==> config.mk <==
export PLATFORM = sky130hd
export DESIGN_NAME = pc_next_unit
export DESIGN_NICKNAME = d
export VERILOG_FILES = /design/src/rtl/pc_next_unit.sv
export SDC_FILE = /design/constraint.sdc
export NUM_CORES = 1
export LEC_CHECK = 0
export CORE_MARGIN = 5
export CORE_UTILIZATION = 38
export CTS_CLUSTER_SIZE = 24
export DETAILED_ROUTE_END_ITERATION = 12
export PLACE_DENSITY_LB_ADDON = 0.15
export SLEW_MARGIN = 20
export SYNTH_ARGS = -nofsm -noshare
export SYNTH_HDL_FRONTEND = slang
export SYNTH_SLANG_ARGS = --single-unit
==> constraint.sdc <==
create_clock -name clk -period 7 [get_ports clk]
set_input_delay 1.75 -clock clk [delete_from_list [all_inputs] [get_ports clk]]
set_output_delay 1.75 -clock clk [all_outputs]
set_load 0.01 [all_outputs]
==> src/rtl/pc_next_unit.sv <==
// pc_next_unit: program-counter / next-address unit for the fetch stage.
// Holds the PC register and selects the next PC among sequential, region
// jump, PC-relative branch, register-indirect and return-stack targets.
// A small circular return-address stack (RAS) backs call/return.
//
// Ports:
//   clk        in   rising-edge clock
//   rst        in   synchronous active-high reset
//   stall      in   hold PC, redirect and RAS; clears ras_miss
//   op_valid   in   op/imm/br_taken/rs_val are meaningful (else SEQ)
//   op         in   0=SEQ 1=JUMP 2=JAL 3=BRANCH 4=JR 5=RET (6/7 = SEQ)
//   imm        in   jump index / branch offset (low BR_W bits, word units)
//   br_taken   in   branch condition (BRANCH only)
//   rs_val     in   register operand (JR target, RET fallback)
//   pc         out  current PC (registered)
//   pc_plus4   out  pc + 4 (combinational from pc only)
//   redirect   out  last PC update was non-sequential (registered)
//   ras_count  out  number of valid RAS entries
//   ras_miss   out  one-cycle pulse: RET executed with an empty RAS
module pc_next_unit #(
   parameter int              XLEN      = 32,
   parameter int              IMM_W     = 26,
   parameter int              BR_W      = 16,
   parameter int              RAS_DEPTH = 4,
   parameter logic [XLEN-1:0] RESET_PC  = '0
) (
   input  logic                         clk,
   input  logic                         rst,
   input  logic                         stall,
   input  logic                         op_valid,
   input  logic [2:0]                   op,
   input  logic [IMM_W-1:0]             imm,
   input  logic                         br_taken,
   input  logic [XLEN-1:0]              rs_val,
   output logic [XLEN-1:0]              pc,
   output logic [XLEN-1:0]              pc_plus4,
   output logic                         redirect,
   output logic [$clog2(RAS_DEPTH):0]   ras_count,
   output logic                         ras_miss
);

   localparam int PW = $clog2(RAS_DEPTH);
   localparam int CW = PW + 1;

   localparam logic [2:0] OP_SEQ    = 3'd0;
   localparam logic [2:0] OP_JUMP   = 3'd1;
   localparam logic [2:0] OP_JAL    = 3'd2;
   localparam logic [2:0] OP_BRANCH = 3'd3;
   localparam logic [2:0] OP_JR     = 3'd4;
   localparam logic [2:0] OP_RET    = 3'd5;

   localparam logic [XLEN-1:0] FOUR    = XLEN'(4);
   localparam logic [PW-1:0]   PTR_ONE = PW'(1);
   localparam logic [CW-1:0]   CNT_ONE = CW'(1);
   localparam logic [CW-1:0]   CNT_MAX = CW'(RAS_DEPTH);

   // RAS storage; ras_ptr points at the next free slot, so top = ras_ptr-1.
   // When full, ras_ptr lands on the oldest entry, which a push overwrites.
   logic [XLEN-1:0] ras_mem [RAS_DEPTH];
   logic [PW-1:0]   ras_ptr;
   logic [PW-1:0]   ras_top;

   logic [2:0]      eop;
   logic [XLEN-1:0] jump_tgt, br_off, br_tgt, jr_tgt, next_pc;
   logic            nxt_redirect, push, pop, miss;

   // Low bits of rs_val are always discarded (targets are word aligned).
   logic unused_rs;
   assign unused_rs = ^rs_val[1:0];

   assign pc_plus4 = pc + FOUR;
   assign ras_top  = ras_ptr - PTR_ONE;

   // Region comes from the current pc, not pc+4.
   assign jump_tgt = {pc[XLEN-1:IMM_W+2], imm, 2'b00};
   assign br_off   = {{(XLEN-BR_W-2){imm[BR_W-1]}}, imm[BR_W-1:0], 2'b00};
   assign br_tgt   = pc_plus4 + br_off;
   assign jr_tgt   = {rs_val[XLEN-1:2], 2'b00};

   always_comb begin
      eop          = op_valid ? op : OP_SEQ;
      next_pc      = pc_plus4;
      nxt_redirect = 1'b0;
      push         = 1'b0;
      pop          = 1'b0;
      miss         = 1'b0;
      case (eop)
         OP_JUMP: begin
            next_pc      = jump_tgt;
            nxt_redirect = 1'b1;
         end
         OP_JAL: begin
            next_pc      = jump_tgt;
            nxt_redirect = 1'b1;
            push         = 1'b1;
         end
         OP_BRANCH: begin
            if (br_taken) begin
               next_pc      = br_tgt;
               nxt_redirect = 1'b1;
            end
         end
         OP_JR: begin
            next_pc      = jr_tgt;
            nxt_redirect = 1'b1;
         end
         OP_RET: begin
            nxt_redirect = 1'b1;
            if (ras_count != '0) begin
               next_pc = ras_mem[ras_top];
               pop     = 1'b1;
            end else begin
               // Empty stack: fall back to the register target.
               next_pc = jr_tgt;
               miss    = 1'b1;
            end
         end
         default: ;
      endcase
   end

   always_ff @(posedge clk) begin
      if (rst) begin
         pc        <= RESET_PC;
         redirect  <= 1'b0;
         ras_count <= '0;
         ras_ptr   <= '0;
         ras_miss  <= 1'b0;
      end else if (stall) begin
         ras_miss  <= 1'b0;
      end else begin
         pc       <= next_pc;
         redirect <= nxt_redirect;
         ras_miss <= miss;
         if (push) begin
            ras_ptr <= ras_ptr + PTR_ONE;
            if (ras_count != CNT_MAX) ras_count <= ras_count + CNT_ONE;
         end else if (pop) begin
            ras_ptr   <= ras_ptr - PTR_ONE;
            ras_count <= ras_count - CNT_ONE;
         end
      end
   end

   // Contents need no reset; count/pointer define validity.
   always_ff @(posedge clk) begin
      if (!rst && !stall && push) ras_mem[ras_ptr] <= pc_plus4;
   end

endmodule

==> results.py <==
metrics = {
    "sta": {
        "fin_crit_sh_pct": 81.3,
        "timing.slew.headroom_pct": 39.8,
        "max_freq_mhz": 176,
        "final-max-slew-violation-count": 0,
        "setup_tns_ps": 0,
        "finalSetupViolations": 0,
        "grt_setup_unrepaired": "no",
        "report.final.hold_viol_count": 0,
        "max_slew.worst_pin.slew_ps": 902,
        "period_minus_slack_ps": 5690,
        "fin_skew_ps": 16.9,
    },
    "setup_path": {
        "slowest_delay_ps": 720,
        "critical_path.max_fanout": 8,
        "cp_data_required_time_ps": 5250,
        "cp.buffers_inverters": 1,
        "critPathKind": "flip-flop to primary output",
        "setup.worst_path.end_class": "primary output",
        "path_cells": "ha_1, nand3_1, nor4_4, nand2_2, nor3_2, nand2_1, xnor2_1, clkdlybuf4s50_1",
        "worst_path_max_delay_cell": "sky130_fd_sc_hd__xnor2_1",
        "critical_path_arrival_ps": 3940,
        "largest_delay_contributor_family_on_the_critical_path": "simple AND/OR/NAND/NOR gates",
        "critPathLaunchType": "flip-flop",
    },
    "clock_network": {
        "number_of_cts_inserted_buffers": 17,
        "total_of_cells_resized_after_clock_tree_synthesis": 0,
        "cts_num_sinks": 167,
        "h_tree_level_count": 4,
        "cts_tree": "built",
        "cts.hold.buffers_added": 0,
        "postCtsSetupRepairBufs": 0,
        "cts_max_path_buffers": 2,
        "cts.clk_slew.worst_paths_ps": 70,
        "worstSkewPairLatency_ps": 440,
        "clock-root-buffer": "sky130_fd_sc_hd__clkbuf_16",
    },
    "run": {
        "cap_viol_max_count": 0,
    },
    "floorplan": {
        "die_width_um": 166,
        "die_area_mm2": 0.0277,
        "effective_utilization_at_floorplan_pct": 38.4,
        "row_count": 57,
        "die_h_um": 166,
        "fp.coreArea_mm2": 0.0242,
        "number_of_top_level_design_ports": 135,
    },
    "routing": {
        "vias": 7247,
        "postRouteWirelength_um": 28300,
        "detailedRoute.firstIterationViolations": 674,
        "firstDrtPassIters": 7,
        "post-route-drc-count": 0,
        "route.detailed.vias_per_inst": 5.77,
        "wl_per_cell_um": 22.5,
        "drt.antenna.violating_nets": 0,
    },
    "synthesis": {
        "syn_area_per_cell_um2": 11.7,
        "synth.cell_area_mm2": 0.00930,
        "synth-main-ff-cell": "sky130_fd_sc_hd__edfxtp_1",
        "async_flop_share_pct": 0,
        "synthDistinctLibCells": 76,
        "synthesis.instances": 797,
        "synth-warning-count": 0,
        "synth_largest_type_area_fraction_pct": 41.3,
        "synth.area.top_cells": "sky130_fd_sc_hd__edfxtp_1 (41%), sky130_fd_sc_hd__dfxtp_1 (8.4%), sky130_fd_sc_hd__mux4_2 (7.7%)",
        "synth_seq_area_share_pct": 49.7,
        "flops_latches_synth": 167,
        "synth_largest_area_cell": "sky130_fd_sc_hd__edfxtp_1",
        "synth.net_count": 902,
        "synth_edf_count": 128,
    },
    "final_layout": {
        "layout-drive-gt1-share_pct": 11.8,
        "antennaDiodeCount": 0,
        "final_net_count": 1025,
        "final_core_util_pct": 47.5,
        "fill_cells": 2249,
        "flow.area_growth_from_synthesis_pct": 23.9,
    },
    "grt": {
        "first_pass_grt_wire_length_um": 43400,
        "grtUsageTotal_pct": 20.2,
        "pin_count_of_the_biggest_net_entering_global_routing": 61,
        "grt.overflow.total": 0,
        "antenna_found_initial": 0,
        "grt_pass1_vias": 7271,
    },
    "place": {
        "final_hpwl_from_detailed_placement_um": 19100,
        "gp_congestion": 0.870,
        "io_buffers": 132,
    },
    "power": {
        "static-leakage-power_nw": 4.09,
        "power.density_mw_per_mm2": 211,
        "worst_ir_drop_vdd_mv": 0.163,
    },
    "worst_hold_path": {
        "worst_hold_path_type": "flip-flop to flip-flop",
    },
    "run_status": {
        "status": "complete, no violations",
    },
}
-- cells in the mapped netlist (3+ instances only) --
cell type and instances:
sky130_fd_sc_hd__a31oi_1 10, sky130_fd_sc_hd__ha_1 37, sky130_fd_sc_hd__mux4_2 32, sky130_fd_sc_hd__a221o_1 20, sky130_fd_sc_hd__nor4_1 7, sky130_fd_sc_hd__and3_1 14
sky130_fd_sc_hd__buf_1 3, sky130_fd_sc_hd__a22o_1 3, sky130_fd_sc_hd__a221oi_1 35, sky130_fd_sc_hd__o21ai_0 20, sky130_fd_sc_hd__nor2b_1 5, sky130_fd_sc_hd__edfxtp_1 128
sky130_fd_sc_hd__dfxtp_1 39, sky130_fd_sc_hd__xnor2_1 37, sky130_fd_sc_hd__clkbuf_1 33, sky130_fd_sc_hd__o21a_1 5, sky130_fd_sc_hd__buf_2 5, sky130_fd_sc_hd__and2_1 4
sky130_fd_sc_hd__nand4_1 7, sky130_fd_sc_hd__nand3_1 26, sky130_fd_sc_hd__a21o_1 9, sky130_fd_sc_hd__a21oi_1 61, sky130_fd_sc_hd__o22ai_1 3, sky130_fd_sc_hd__o21ai_1 5
sky130_fd_sc_hd__nand2b_1 3, sky130_fd_sc_hd__mux2i_1 3, sky130_fd_sc_hd__a311oi_1 3, sky130_fd_sc_hd__nor3_1 9, sky130_fd_sc_hd__nor2_1 54, sky130_fd_sc_hd__o211ai_1 5
sky130_fd_sc_hd__xor2_1 15, sky130_fd_sc_hd__inv_2 3, sky130_fd_sc_hd__inv_1 30, sky130_fd_sc_hd__or3_1 6, sky130_fd_sc_hd__nand2_2 3, sky130_fd_sc_hd__a22oi_1 5
sky130_fd_sc_hd__or2_2 3, sky130_fd_sc_hd__nand2_1 59
-- power by group --
part           switching, W  total (W)  internal, W
Sequential        0.0000207    0.00110      0.00108
Clock              0.000419   0.000921     0.000502
Combinational      0.000226   0.000407     0.000180
-- worst reg2reg max path: cells and delay by family (launching register included) --
kind	cells	cell delay [ps]
AND/OR/NAND/NOR	8	2090
AO/OA/AOI/OAI	5	970
XOR/XNOR	2	810
adder cells (fa/ha/maj)	2	700
flip-flops	1	440
-- layer usage --
metal | track usage, % | wire, um
met5 | 0 | 0
met4 | 5.41 | 679
met3 | 4.53 | 1780
met2 | 32.5 | 13100
met1 | 27.7 | 12700
-- through the flow --
step                cells  instance area, um2  power, W  worst slack [ps]  hold slack [ps]
global route         1257               11500   0.00253              1080              543
CTS                  1257               11500   0.00244              1280              505
floorplan             797                9300   0.00136              2840              510
finish               1257               11500   0.00243              1310              502
detailed placement   1225               11000   0.00153              1700              487
global placement     1225               11000   0.00153              1720              476
-- cell type report --
cell class                 instances  area [um2]  area share (%)
tap                              324         405            3.52
clock inverter                    13         119            1.03
multi-input combinational        554        4390            38.0
inverter                          33         124            1.07
sequential                       167        4630            40.1
timing repair buffer             147        1420            12.4
clock buffer                      19         443            3.84
-- layout by cell type (no fill, tap or decap), drive strengths merged, types with 27 or more instances in the layout --
cell type / synthesis / layout
edfxtp: 128 / 128
inv: 33 / 37
xnor2: 39 / 39
nand3: 27 / 27
mux4: 32 / 32
clkdlybuf4s50: 0 / 130
nor2: 54 / 54
nand2: 62 / 62
ha: 37 / 37
a221oi: 35 / 35
a21oi: 62 / 62
dfxtp: 39 / 39
-- state kept, by name, indices dropped and copies added (netlist names) --
name       cells
redirect       1
ras_ptr        2
ras_count      3
ras_miss       1
ras_mem      128
pc            32
-- final timing paths --
check,start,endpoint,slack [ps],depth (start not counted)
setup / recovery,pc[3],pc_plus4[22],1310,8
hold / removal,redirect,redirect,500,2
setup reg to reg,pc[3],pc[27],1860,17
hold reg to reg,redirect,redirect,500,2
-- cell families (layout without fill, tap and decap cells) --
logic type	count (synthesis)	in the layout	synth area share, %
AO/OA/AOI/OAI	207	207	16.0
XOR/XNOR	55	55	5.42
adder cells (fa/ha/maj)	40	40	5.51
buffers and inverters	76	212	3.21
flip-flops	167	167	49.7
multiplexers	36	36	8.19
AND/OR/NAND/NOR	216	216	11.9
(Power assumes the default switching activity.)
